<file path="config.mk">
export PLATFORM = sky130hd
export DESIGN_NAME = usb_rx_ctrl_flat
export DESIGN_NICKNAME = d
export VERILOG_FILES = /design/src/rtl/usb_rx_pkg.sv /design/src/rtl/usb_rx_ctrl_if.sv /design/src/rtl/flex_counter.sv /design/src/rtl/usb_rx_ctrl.sv /design/src/flat_wrapper.sv
export SDC_FILE = /design/constraint.sdc
export NUM_CORES = 1
export LEC_CHECK = 0
export ABC_CLOCK_PERIOD_IN_PS = 2500
export BUFFER_PORTS_ARGS = -buffer_cell sky130_fd_sc_hd__clkbuf_2
export CORE_MARGIN = 8
export CORE_UTILIZATION = 33
export DETAILED_ROUTE_END_ITERATION = 8
export PLACE_DENSITY = 0.51
export SETUP_SLACK_MARGIN = 0.5
export SLEW_MARGIN = 25
export SYNTH_ARGS = -nofsm -noshare
export SYNTH_HDL_FRONTEND = slang
export SYNTH_SLANG_ARGS = --single-unit
</file>
<file path="constraint.sdc">
create_clock -name clk -period 2.5 [get_ports clk]
set_input_delay 0.5 -clock clk [delete_from_list [all_inputs] [get_ports clk]]
set_output_delay 0.5 -clock clk [all_outputs]
set_load 0.02 [all_outputs]
</file>
<file path="src/rtl/usb_rx_pkg.sv">
// Shared types and helpers for the USB full-speed receive controller.
// Pure declarations: no logic, no latency.
// No flow control of its own.
package usb_rx_pkg;

  // Receive sequencer states
  typedef enum logic [3:0] {
    ST_IDLE,
    ST_SYNC_WAIT,
    ST_PID_WAIT,
    ST_BYTE_WAIT,
    ST_STORE,
    ST_EOP_WAIT,
    ST_EOP_END,
    ST_ERR_FLUSH,
    ST_ERR_EOPEND
  } rx_state_e;

  // 4-bit PID codes (low nibble of the PID byte)
  localparam logic [3:0] PID_OUT   = 4'b0001;
  localparam logic [3:0] PID_IN    = 4'b1001;
  localparam logic [3:0] PID_DATA0 = 4'b0011;
  localparam logic [3:0] PID_DATA1 = 4'b1011;
  localparam logic [3:0] PID_ACK   = 4'b0010;
  localparam logic [3:0] PID_NAK   = 4'b1010;
  localparam logic [3:0] PID_STALL = 4'b1110;

  typedef enum logic [1:0] {
    CLS_TOKEN,
    CLS_DATA,
    CLS_HANDSHAKE
  } pkt_class_e;

  // PID byte is good when the high nibble is the complement of a legal low nibble
  function automatic logic pid_ok(input logic [7:0] pid_byte);
    logic legal;
    case (pid_byte[3:0])
      PID_OUT, PID_IN, PID_DATA0, PID_DATA1,
      PID_ACK, PID_NAK, PID_STALL: legal = 1'b1;
      default:                     legal = 1'b0;
    endcase
    return legal && (pid_byte[7:4] == ~pid_byte[3:0]);
  endfunction

  // Illegal codes never reach here (pid_ok guards); they fall into handshake
  function automatic pkt_class_e pid_class(input logic [3:0] pid);
    pkt_class_e cls;
    case (pid)
      PID_OUT, PID_IN:      cls = CLS_TOKEN;
      PID_DATA0, PID_DATA1: cls = CLS_DATA;
      default:              cls = CLS_HANDSHAKE;
    endcase
    return cls;
  endfunction

endpackage

</file>
<file path="src/rtl/usb_rx_ctrl_if.sv">
// Bundle of RX-path inputs (timer, line decoder, shifter, FIFO status) and controller outputs.
// Wires only, no latency.
// fifo_full is the only backpressure; the controller turns it into a packet error.
// Optional err_count member exists only when USB_RX_ERR_CNT_EN is defined.
interface usb_rx_ctrl_if;
  logic       en_sample;
  logic       d_edge;
  logic       eop;
  logic [7:0] rcv_data;
  logic       byte_received;
  logic       fifo_full;
  logic       rcving;
  logic       w_enable;
  logic       r_error;
  logic [3:0] rx_pid;
  logic       rx_packet_done;
`ifdef USB_RX_ERR_CNT_EN
  logic [7:0] err_count;

  modport slave (
    input  en_sample, d_edge, eop, rcv_data, byte_received, fifo_full,
    output rcving, w_enable, r_error, rx_pid, rx_packet_done, err_count
  );
  modport master (
    output en_sample, d_edge, eop, rcv_data, byte_received, fifo_full,
    input  rcving, w_enable, r_error, rx_pid, rx_packet_done, err_count
  );
`else
  modport slave (
    input  en_sample, d_edge, eop, rcv_data, byte_received, fifo_full,
    output rcving, w_enable, r_error, rx_pid, rx_packet_done
  );
  modport master (
    output en_sample, d_edge, eop, rcv_data, byte_received, fifo_full,
    input  rcving, w_enable, r_error, rx_pid, rx_packet_done
  );
`endif
endinterface

</file>
<file path="src/rtl/flex_counter.sv">
// Up-counter with synchronous clear and count enable; holds at all-ones instead of wrapping.
// Count visible one cycle after count_enable.
// No flow control.
module flex_counter #(
  parameter int WIDTH = 4
) (
  input  logic             clk,
  input  logic             n_rst,
  input  logic             clear,
  input  logic             count_enable,
  output logic [WIDTH-1:0] count_out
);

  logic [WIDTH-1:0] count_q, count_d;

  // Next count: clear wins, then increment unless already at the top
  always_comb begin
    count_d = count_q;
    if (clear) begin
      count_d = '0;
    end else if (count_enable && (count_q != '1)) begin
      count_d = count_q + 1'b1;
    end
  end

  // Count register
  always_ff @(posedge clk or negedge n_rst) begin
    if (!n_rst) begin
      count_q <= '0;
    end else begin
      count_q <= count_d;
    end
  end

  assign count_out = count_q;

endmodule

</file>
<file path="src/rtl/usb_rx_ctrl.sv">
// USB FS receive sequencer: checks SYNC/PID, counts payload, gates RX FIFO writes, flags errors.
// All outputs registered: each reacts one clock after the triggering strobe.
// fifo_full on a data byte aborts the packet (no write, error flagged); no stall.
// Optional saturating error counter built only when USB_RX_ERR_CNT_EN is defined.
module usb_rx_ctrl
  import usb_rx_pkg::*;
#(
  parameter int         MAX_DATA_BYTES = 64,
  parameter logic [7:0] SYNC_BYTE      = 8'h80
) (
  input  logic        clk,
  input  logic        n_rst,
  usb_rx_ctrl_if.slave bus
);

  localparam int CNT_W = $clog2(MAX_DATA_BYTES + 3);
  // Payload length includes the two CRC bytes
  localparam logic [CNT_W-1:0] TOKEN_LEN = CNT_W'(2);
  localparam logic [CNT_W-1:0] DATA_MIN  = CNT_W'(2);
  localparam logic [CNT_W-1:0] DATA_MAX  = CNT_W'(MAX_DATA_BYTES + 2);

  rx_state_e        state_q, state_d;
  logic [3:0]       rx_pid_q, rx_pid_d;
  logic             r_error_q, r_error_d;
  logic             rcving_q, rcving_d;
  logic             w_enable_q, w_enable_d;
  logic             done_q, done_d;
  logic             cnt_clear, cnt_en;
  logic [CNT_W-1:0] byte_cnt;
  logic             eops, js, err_next;
  pkt_class_e       cls;

  assign eops = bus.en_sample & bus.eop;
  assign js   = bus.en_sample & ~bus.eop;
  assign cls  = pid_class(rx_pid_q);

  flex_counter #(.WIDTH(CNT_W)) u_byte_cnt (
    .clk          (clk),
    .n_rst        (n_rst),
    .clear        (cnt_clear),
    .count_enable (cnt_en),
    .count_out    (byte_cnt)
  );

  // Next-state, counter control and next values of the registered outputs
  always_comb begin
    state_d   = state_q;
    rx_pid_d  = rx_pid_q;
    r_error_d = r_error_q;
    done_d    = 1'b0;
    cnt_clear = 1'b0;
    cnt_en    = 1'b0;

    case (state_q)
      ST_IDLE: begin
        if (bus.d_edge) begin
          state_d   = ST_SYNC_WAIT;
          r_error_d = 1'b0;
        end
      end
      ST_SYNC_WAIT: begin
        if (eops) begin
          state_d = ST_ERR_EOPEND;
        end else if (bus.byte_received) begin
          state_d = (bus.rcv_data == SYNC_BYTE) ? ST_PID_WAIT : ST_ERR_FLUSH;
        end
      end
      ST_PID_WAIT: begin
        if (eops) begin
          state_d = ST_ERR_EOPEND;
        end else if (bus.byte_received) begin
          if (pid_ok(bus.rcv_data)) begin
            rx_pid_d  = bus.rcv_data[3:0];
            cnt_clear = 1'b1;
            state_d   = (pid_class(bus.rcv_data[3:0]) == CLS_HANDSHAKE) ? ST_EOP_WAIT
                                                                       : ST_BYTE_WAIT;
          end else begin
            state_d = ST_ERR_FLUSH;
          end
        end
      end
      ST_BYTE_WAIT: begin
        if (eops) begin
          if ((cls == CLS_TOKEN) ? (byte_cnt == TOKEN_LEN) : (byte_cnt >= DATA_MIN)) begin
            state_d = ST_EOP_END;
          end else begin
            state_d = ST_ERR_EOPEND;
          end
        end else if (bus.byte_received) begin
          if (cls == CLS_TOKEN) begin
            if (byte_cnt >= TOKEN_LEN) begin
              state_d = ST_ERR_FLUSH;
            end else begin
              cnt_en = 1'b1;
            end
          end else if ((byte_cnt >= DATA_MAX) || bus.fifo_full) begin
            state_d = ST_ERR_FLUSH;
          end else begin
            state_d = ST_STORE;
          end
        end
      end
      ST_STORE: begin
        cnt_en  = 1'b1;
        state_d = ST_BYTE_WAIT;
      end
      ST_EOP_WAIT: begin
        if (eops) begin
          state_d = ST_EOP_END;
        end else if (bus.byte_received) begin
          state_d = ST_ERR_FLUSH;
        end
      end
      ST_EOP_END: begin
        // Second SE0 bit keeps us here; the J bit closes the packet
        if (js) begin
          state_d = ST_IDLE;
          done_d  = 1'b1;
        end
      end
      ST_ERR_FLUSH: begin
        if (eops) begin
          state_d = ST_ERR_EOPEND;
        end
      end
      ST_ERR_EOPEND: begin
        if (js) begin
          state_d = ST_IDLE;
        end
      end
      default: begin
        state_d = ST_IDLE;
      end
    endcase

    if (err_next) begin
      r_error_d = 1'b1;
    end
  end

  assign err_next   = (state_d == ST_ERR_FLUSH) || (state_d == ST_ERR_EOPEND);
  assign rcving_d   = (state_d != ST_IDLE);
  assign w_enable_d = (state_d == ST_STORE);

  // FSM state and registered outputs
  always_ff @(posedge clk or negedge n_rst) begin
    if (!n_rst) begin
      state_q    <= ST_IDLE;
      rx_pid_q   <= 4'h0;
      r_error_q  <= 1'b0;
      rcving_q   <= 1'b0;
      w_enable_q <= 1'b0;
      done_q     <= 1'b0;
    end else begin
      state_q    <= state_d;
      rx_pid_q   <= rx_pid_d;
      r_error_q  <= r_error_d;
      rcving_q   <= rcving_d;
      w_enable_q <= w_enable_d;
      done_q     <= done_d;
    end
  end

  assign bus.rcving         = rcving_q;
  assign bus.w_enable       = w_enable_q;
  assign bus.r_error        = r_error_q;
  assign bus.rx_pid         = rx_pid_q;
  assign bus.rx_packet_done = done_q;

`ifdef USB_RX_ERR_CNT_EN
  logic       err_now;
  logic [7:0] err_cnt_q, err_cnt_d;

  assign err_now = (state_q == ST_ERR_FLUSH) || (state_q == ST_ERR_EOPEND);

  // Count entries into the error states from a clean state, saturating
  always_comb begin
    err_cnt_d = err_cnt_q;
    if (err_next && !err_now && (err_cnt_q != 8'hFF)) begin
      err_cnt_d = err_cnt_q + 8'd1;
    end
  end

  // Error counter register
  always_ff @(posedge clk or negedge n_rst) begin
    if (!n_rst) begin
      err_cnt_q <= 8'd0;
    end else begin
      err_cnt_q <= err_cnt_d;
    end
  end

  assign bus.err_count = err_cnt_q;
`else
  // Build without the error counter: nothing extra to drive.
`endif

endmodule

</file>
<file path="src/flat_wrapper.sv">
// flat-port wrapper written by rule: the top's interface ports become plain ports
module usb_rx_ctrl_flat import usb_rx_pkg::*;
#(
  parameter int         MAX_DATA_BYTES = 64,
  parameter logic [7:0] SYNC_BYTE      = 8'h80
)
  (clk, n_rst, bus_en_sample, bus_d_edge, bus_eop, bus_rcv_data, bus_byte_received, bus_fifo_full, bus_rcving, bus_w_enable, bus_r_error, bus_rx_pid, bus_rx_packet_done);
  usb_rx_ctrl_if bus_i ();
  input  logic clk;
  input  logic n_rst;
  input wire logic [$bits(bus_i.en_sample)-1:0] bus_en_sample;
  input wire logic [$bits(bus_i.d_edge)-1:0] bus_d_edge;
  input wire logic [$bits(bus_i.eop)-1:0] bus_eop;
  input wire logic [$bits(bus_i.rcv_data)-1:0] bus_rcv_data;
  input wire logic [$bits(bus_i.byte_received)-1:0] bus_byte_received;
  input wire logic [$bits(bus_i.fifo_full)-1:0] bus_fifo_full;
  output wire logic [$bits(bus_i.rcving)-1:0] bus_rcving;
  output wire logic [$bits(bus_i.w_enable)-1:0] bus_w_enable;
  output wire logic [$bits(bus_i.r_error)-1:0] bus_r_error;
  output wire logic [$bits(bus_i.rx_pid)-1:0] bus_rx_pid;
  output wire logic [$bits(bus_i.rx_packet_done)-1:0] bus_rx_packet_done;
  assign bus_i.en_sample = bus_en_sample;
  assign bus_i.d_edge = bus_d_edge;
  assign bus_i.eop = bus_eop;
  assign bus_i.rcv_data = bus_rcv_data;
  assign bus_i.byte_received = bus_byte_received;
  assign bus_i.fifo_full = bus_fifo_full;
  assign bus_rcving = bus_i.rcving;
  assign bus_w_enable = bus_i.w_enable;
  assign bus_r_error = bus_i.r_error;
  assign bus_rx_pid = bus_i.rx_pid;
  assign bus_rx_packet_done = bus_i.rx_packet_done;
  usb_rx_ctrl #(.MAX_DATA_BYTES(MAX_DATA_BYTES), .SYNC_BYTE(SYNC_BYTE)) u_core (.clk(clk), .n_rst(n_rst), .bus(bus_i));
endmodule
</file>
# Yosys cells after proc, flatten, opt, wreduce, memory -nomap -nowiden
# Cells that the tools add are included.
[op_classes] addsub=1 n_mul=0 div_mod_pow=0 magnitude_cmp=2 n_eq_ne=27 shifts=0 muxes=46 bitwise_logic=5 n_reduce_logical=18
[ops] op="two-way mux 4 bit" count=15
[ops] op="== test 4 bit (second input constant)" count=8
[ops] op="one-hot mux 4 bit (8 select lines)" count=1
[ops] op="== test 4 x 3 -> 1 bit (second input constant)" count=6
[ops] op="== test 4 x 2 -> 1 bit (second input constant)" count=5
[ops] op="two-way mux 1 bit" count=18
[ops] op="two-way mux 7 bit" count=2
[ops] op="== test 4 x 1 -> 1 bit (second input constant)" count=3
[ops] op="two-way mux 2 bit" count=5
[ops] op="OR reduction 2 bit" count=5
[ops] op="== test 8 bit (second input constant)" count=1
[ops] op="one-hot mux 2 bit (2 select lines)" count=2
[ops] op="adder 7 x 1 -> 7 bit (second input constant)" count=1
[ops] op="== test 7 x 2 -> 1 bit (second input constant)" count=1
[ops] op=">= comparator 7 x 2 -> 1 bit (second input constant)" count=1
[ops] op=">= comparator 7 bit (second input constant)" count=1
[ops] op="inequality test 7 bit (second input constant)" count=1
[ops] op="OR reduction 7 bit" count=1
[ops] op="two-way mux 3 bit" count=2
[ops] op="nonzero test 2 bit" count=3
[ops] op="== test 4 bit" count=1
[ops] op="logical NOT 4 bit" count=1
[ops] op="NOT 4 bit" count=1
[ops] op="AND reduction 4 bit" count=1
[ops] op="9 further kinds" count=13
[totals] ff_bits=19 latch_bits=0 mem_bits_rw=0 rom_bits=0 in_bits=15 out_inout_bits=8 elab_cells=106 memories=0

# Depth between registers and ports, before layout
[logic_depth] word_depth=21 depth_mapped=7 depth_no_buf=7

# Cells and area by module
# Synthesis repeated with hierarchy kept, for this count alone.
[unflattened] hier_cells=148 area_unflattened_um2=1383.8
[by_module_without_submodules] module="usb_rx_ctrl" n_inst=1 cells_each=107 area_per_inst_um2=955.9
[by_module_without_submodules] module="flex_counter" n_inst=1 cells_each=41 area_per_inst_um2=427.9

# Worst setup path before layout
# Ideal clock, no wire load.
[synth_path] path_kind="reg-to-reg" start="register u_core.u_byte_cnt.count_q[4], in the netlist u_core.u_byte_cnt.count_out[4]" end="register u_core.rcving_q, in the netlist u_core.bus.rcving" arrival_time_ns=2.101 required_time_ns=2.361 slack_ns=0.261 path_stages_with_launch=6 path_buffers=0 synth_period_minus_slack_ns=2.239 path_cell_list="dfrtp_1 > or4_4 > o31ai_4 > a211oi_1 > or3_4 > or4_1"
[synth_between] elab_chain_cells=8 elab_cells_between_ends=13
[synth_rtl] item="start, declared" line_no="flex_counter.sv:14" source="logic [WIDTH-1:0] count_q, count_d;"
[synth_rtl] item="start signal, assigned" line_no="flex_counter.sv:31" source="count_q <= count_d;"
[synth_rtl] item=">= comparator 7 bit" line_no="usb_rx_ctrl.sv:96" source="end else if ((byte_cnt >= DATA_MAX) || bus.fifo_full) begin"
[synth_rtl] item="logical OR 1 bit" line_no="usb_rx_ctrl.sv:96"
[synth_rtl] item="two-way mux 2 bit" line_no="usb_rx_ctrl.sv:96"
[synth_rtl] item="two-way mux 4 bit (*)" line_no="usb_rx_ctrl.sv:90" source="if (cls == CLS_TOKEN) begin"
[synth_rtl] item="two-way mux 4 bit (*)" line_no="usb_rx_ctrl.sv:89" source="end else if (bus.byte_received) begin"
[synth_rtl] item="two-way mux 4 bit (*)" line_no="usb_rx_ctrl.sv:83" source="if (eops) begin"
[synth_rtl] item="one-hot mux 4 bit (8 select lines) (*)" line_no="usb_rx_ctrl.sv:54" source="case (state_q)"
[synth_rtl] item="net u_core.state_d[0]" line_no="usb_rx_ctrl.sv:22" source="rx_state_e state_q, state_d;"
[synth_rtl] item="nonzero test 4 bit (*)" line_no="usb_rx_ctrl.sv:142" source="assign rcving_d = (state_d != ST_IDLE);"
[synth_rtl] item="net u_core.rcving_d" line_no="usb_rx_ctrl.sv:25" source="logic rcving_q, rcving_d;"
[synth_rtl] item="end signal, assigned" line_no="usb_rx_ctrl.sv:158" source="rcving_q <= rcving_d;"
[synth_rtl] item="end, declared" line_no="usb_rx_ctrl.sv:25"
# Mark *: on every way through the listed nets, which the timed path passes. The rest lies on a longest branch.
# A chain may end at the register's enable or synchronous reset.

# Final worst setup path
# Ends and elaborated chain as after synthesis.

==> results.sh <==
export IMPL_finalCriticalPeriod_ns=2.33
export IMPL_pwr_share_comb_pct=48.4
export IMPL_wl_met2_mm=1.55
export IMPL_start_util_pct=34.8
export IMPL_hold_buffers=0
export IMPL_tns_ns=0
export IMPL_die_x_um=78.6
export IMPL_route_vias_total=1212
export IMPL_final_util_pct=42.0
export IMPL_hold_viol_final=0
export IMPL_ant_nets=0
export IMPL_topRoutingLayerUsed="met4"
export IMPL_final_cells=221
export IMPL_cp_arrival_ns=2.46
export IMPL_yosysWarningCount=0
export IMPL_grt_overflow=0
export IMPL_dr_pass1_iters=4
export IMPL_hpwl_mm=2.49
export IMPL_grt_use_total_pct=11.0
export IMPL_tightestPinTransition_ns=0.542
export IMPL_wl_mm=3.21
export IMPL_root_buffer="clkbuf_8"
export IMPL_syn_avg_cell_area_sq_um=8.98
export IMPL_clk_pin_slew_ns=0.08
export IMPL_power_share_switching_pct=42.3
export IMPL_async_reset_ff_share_pct=100
export IMPL_finalClockSkew_ns=0.00797
export IMPL_p_sw_mw=0.617
export IMPL_met1_length_mm=1.46
export IMPL_start_kind="flop"
export IMPL_synth_edff_count=0
export IMPL_p_seq_share_pct=36.8
export IMPL_grt_pass1_wl_mm=5.65
export IMPL_antenna_found_initial=0
export IMPL_drcViolationCount=0
export IMPL_setup_slack_ns=0.167
export IMPL_met3_length_um=138
export IMPL_hp_class="in2async"
export IMPL_finalSetupViolations=0
export IMPL_maxCapViolations=0
export IMPL_max_clock_freq_mhz=429
export IMPL_grt_max_degree=20
export IMPL_clock_sinks=19
export IMPL_n_antenna_cell=0
export IMPL_viasPerCell=5.48
export IMPL_synth_seq_area_share_pct=36.8
export IMPL_syn_area_sq_um=1290
export IMPL_min_period_over_period_pct=93.3
export IMPL_htree_levels=1
export IMPL_rsz0062_at_grt="yes"
export IMPL_dpl_instance_area_sq_um=1470
export IMPL_clock_power_share_pct=14.8
export IMPL_postSynthCellCount=144
export IMPL_clk_latency_ns=0.26
export IMPL_fp_dieH_um=78.6
export IMPL_cellInternalPower_mw=0.841
export IMPL_total_power_mw=1.46
export IMPL_core_area_sq_um=3720
export IMPL_die_area_sq_um=6180
export IMPL_dp_cells=214
export IMPL_ios=23
export IMPL_power_density_nw_per_um2=934
export IMPL_cp_data_required_time_ns=2.63
export IMPL_whs_ns=0.189
export IMPL_nFillCells=391
export IMPL_ys_types=50
export IMPL_ys_ff_latch=19
export IMPL_worstPathMaxFanout=4
export IMPL_max_vdd_ir_drop_mv=0.352
export IMPL_dpl_worst_slack_ns=0.0492
export IMPL_maxSlewViolCount=0
export IMPL_status="complete, no violations"
export IMPL_cts_tree="yes"
export IMPL_routedWlPerCell_um=14.5
export IMPL_grt_pass1_vias=1239
export IMPL_critPathCaptureType="flop"
export IMPL_nets=191
export IMPL_p_leak_nw=0.684
export IMPL_clock_tree_buffer_depth=2
export IMPL_portBuffers=22
export IMPL_drt_initial_drc_count=108
export IMPL_syn_to_final_growth_pct=20.7
export IMPL_fin_area_sq_um=1560
export IMPL_core_rowCount=22
export IMPL_path_class="reg2reg"
export IMPL_ys_flop_type="dfrtp_1"
export IMPL_drive_above_1_share_pct=28.3
export IMPL_place_congestion=0.886
export IMPL_maxSlewHeadroom_pct=63.4
export IMPL_cts_buffers_inserted=3
export IMPL_syn_num_nets=161
[worst max-delay path, cell delays in order (launching register included)]
cell	delay, ns
dfrtp_1	0.41
or4_4	0.57
o31ai_4	0.22
a211oi_1	0.11
or3_4	0.40
or4_1	0.50
[kinds of logic (layout without fill, tap and decap cells)]
family	Yosys count	after routing	synth area share, %
AO/OA/AOI/OAI	33	33	19.4
XOR/XNOR	6	6	4.06
adder cells (fa/ha/maj)	2	2	1.93
buffers and inverters	10	39	3.77
flip-flops	19	19	36.8
multiplexers	4	4	3.48
AND/OR/NAND/NOR	70	70	30.6
[final timing paths]
kind	endpoint	slack [ns]	depth (start not counted)	start
max	u_core.bus.rcving	0.17	5	u_core.u_byte_cnt.count_out[4]
min	u_core.bus.rx_packet_done	0.19	1	n_rst
max reg2reg	u_core.bus.rcving	0.17	5	u_core.u_byte_cnt.count_out[4]
min reg2reg	u_core.bus.rx_pid[3]	0.53	1	u_core.bus.rx_pid[3]
max in group asynchronous	u_core.u_byte_cnt.count_out[2]	1.93	1	n_rst
min in group clk	u_core.bus.rx_pid[3]	0.53	1	u_core.bus.rx_pid[3]
[cell usage in the layout, fill, tap and decap left out, types with 2 or more instances in the layout]
cell / synthesis / routed
clkbuf_2: 1 / 22
dfrtp_1: 19 / 16
nor2_1: 13 / 12
nand2_1: 12 / 12
nand3_1: 8 / 8
buf_4: 0 / 7
inv_1: 6 / 6
nor3_1: 5 / 5
nand2b_1: 5 / 5
o21ai_0: 5 / 5
xor2_1: 5 / 5
a21oi_1: 5 / 5
mux2_2: 4 / 4
nor2b_1: 3 / 3
a31oi_1: 3 / 3
and3_1: 3 / 3
nor3b_1: 3 / 3
a211oi_1: 3 / 3
nor4_1: 4 / 3
clkbuf_8: 1 / 3
dfrtp_2: 0 / 3
nor4bb_1: 2 / 2
o31ai_1: 2 / 2
nand4b_1: 2 / 2
ha_1: 2 / 2
[power by group through the flow]
| stage | logic [mW] | clock network (mW) | registers [mW] |
|---|---|---|---|
| after floorplan | 0.538 | 0 | 0.499 |
| after global placement | 0.662 | 0 | 0.538 |
| after detailed placement | 0.662 | 0 | 0.537 |
| after CTS | 0.685 | 0.227 | 0.526 |
| final | 0.706 | 0.216 | 0.536 |
| after global routing | 0.792 | 0.238 | 0.557 |
[cell type report]
type | instances | area (sq um) | area share, %
multi-input cells | 115 | 792 | 50.7
flip-flops and latches | 19 | 479 | 30.7
repair buffers | 29 | 163 | 10.4
clock buffers | 4 | 45.0 | 2.88
well taps | 48 | 60.1 | 3.85
inverters | 6 | 22.5 | 1.44
[routing by layer]
metal,vias to the layer above,global-route usage [%]
li1,593,-
met1,581,13.0
met2,31,18.8
met3,7,2.62
met4,0,4.07
met5,-,0
[state kept, by name, summed over array words and instances (netlist names)]
name                         flops
u_core.u_byte_cnt.count_out      7
u_core.bus.r_error               1
u_core.state_q                   4
u_core.bus.w_enable              1
u_core.bus.rcving                1
u_core.bus.rx_pid                4
u_core.bus.rx_packet_done        1
[synth_stat cells, drive strengths merged (2+ instances only)]
master | number | share of area, %
nand3 | 8 | 3.1
inv | 6 | 1.7
mux2 | 4 | 3.5
xor2 | 5 | 3.4
ha | 2 | 1.9
a31oi | 3 | 1.5
and2 | 2 | 0.97
a21oi | 5 | 1.9
o211ai | 2 | 1.5
a211oi | 3 | 1.7
nor2b | 3 | 1.5
a2bb2oi | 2 | 1.4
and3 | 3 | 1.5
nor3b | 3 | 1.7
nor4bb | 2 | 1.5
nor4 | 4 | 1.9
clkbuf | 3 | 1.7
nor2 | 13 | 3.8
nand2b | 5 | 2.4
o31ai | 3 | 2.8
dfrtp | 19 | 37
nor3 | 5 | 1.9
nand4b | 2 | 1.4
or4 | 2 | 1.5
o21ai | 5 | 1.9
nand2 | 12 | 3.5
[timing repair]
action	4_1_cts	5_1_grt
setup buffers	3	0
pin swaps	2	0
cloned	0	0
endpoints found under the setup margin	6	16
resized for setup	0	7
Note: power is estimated with default switching activity, not from simulation.
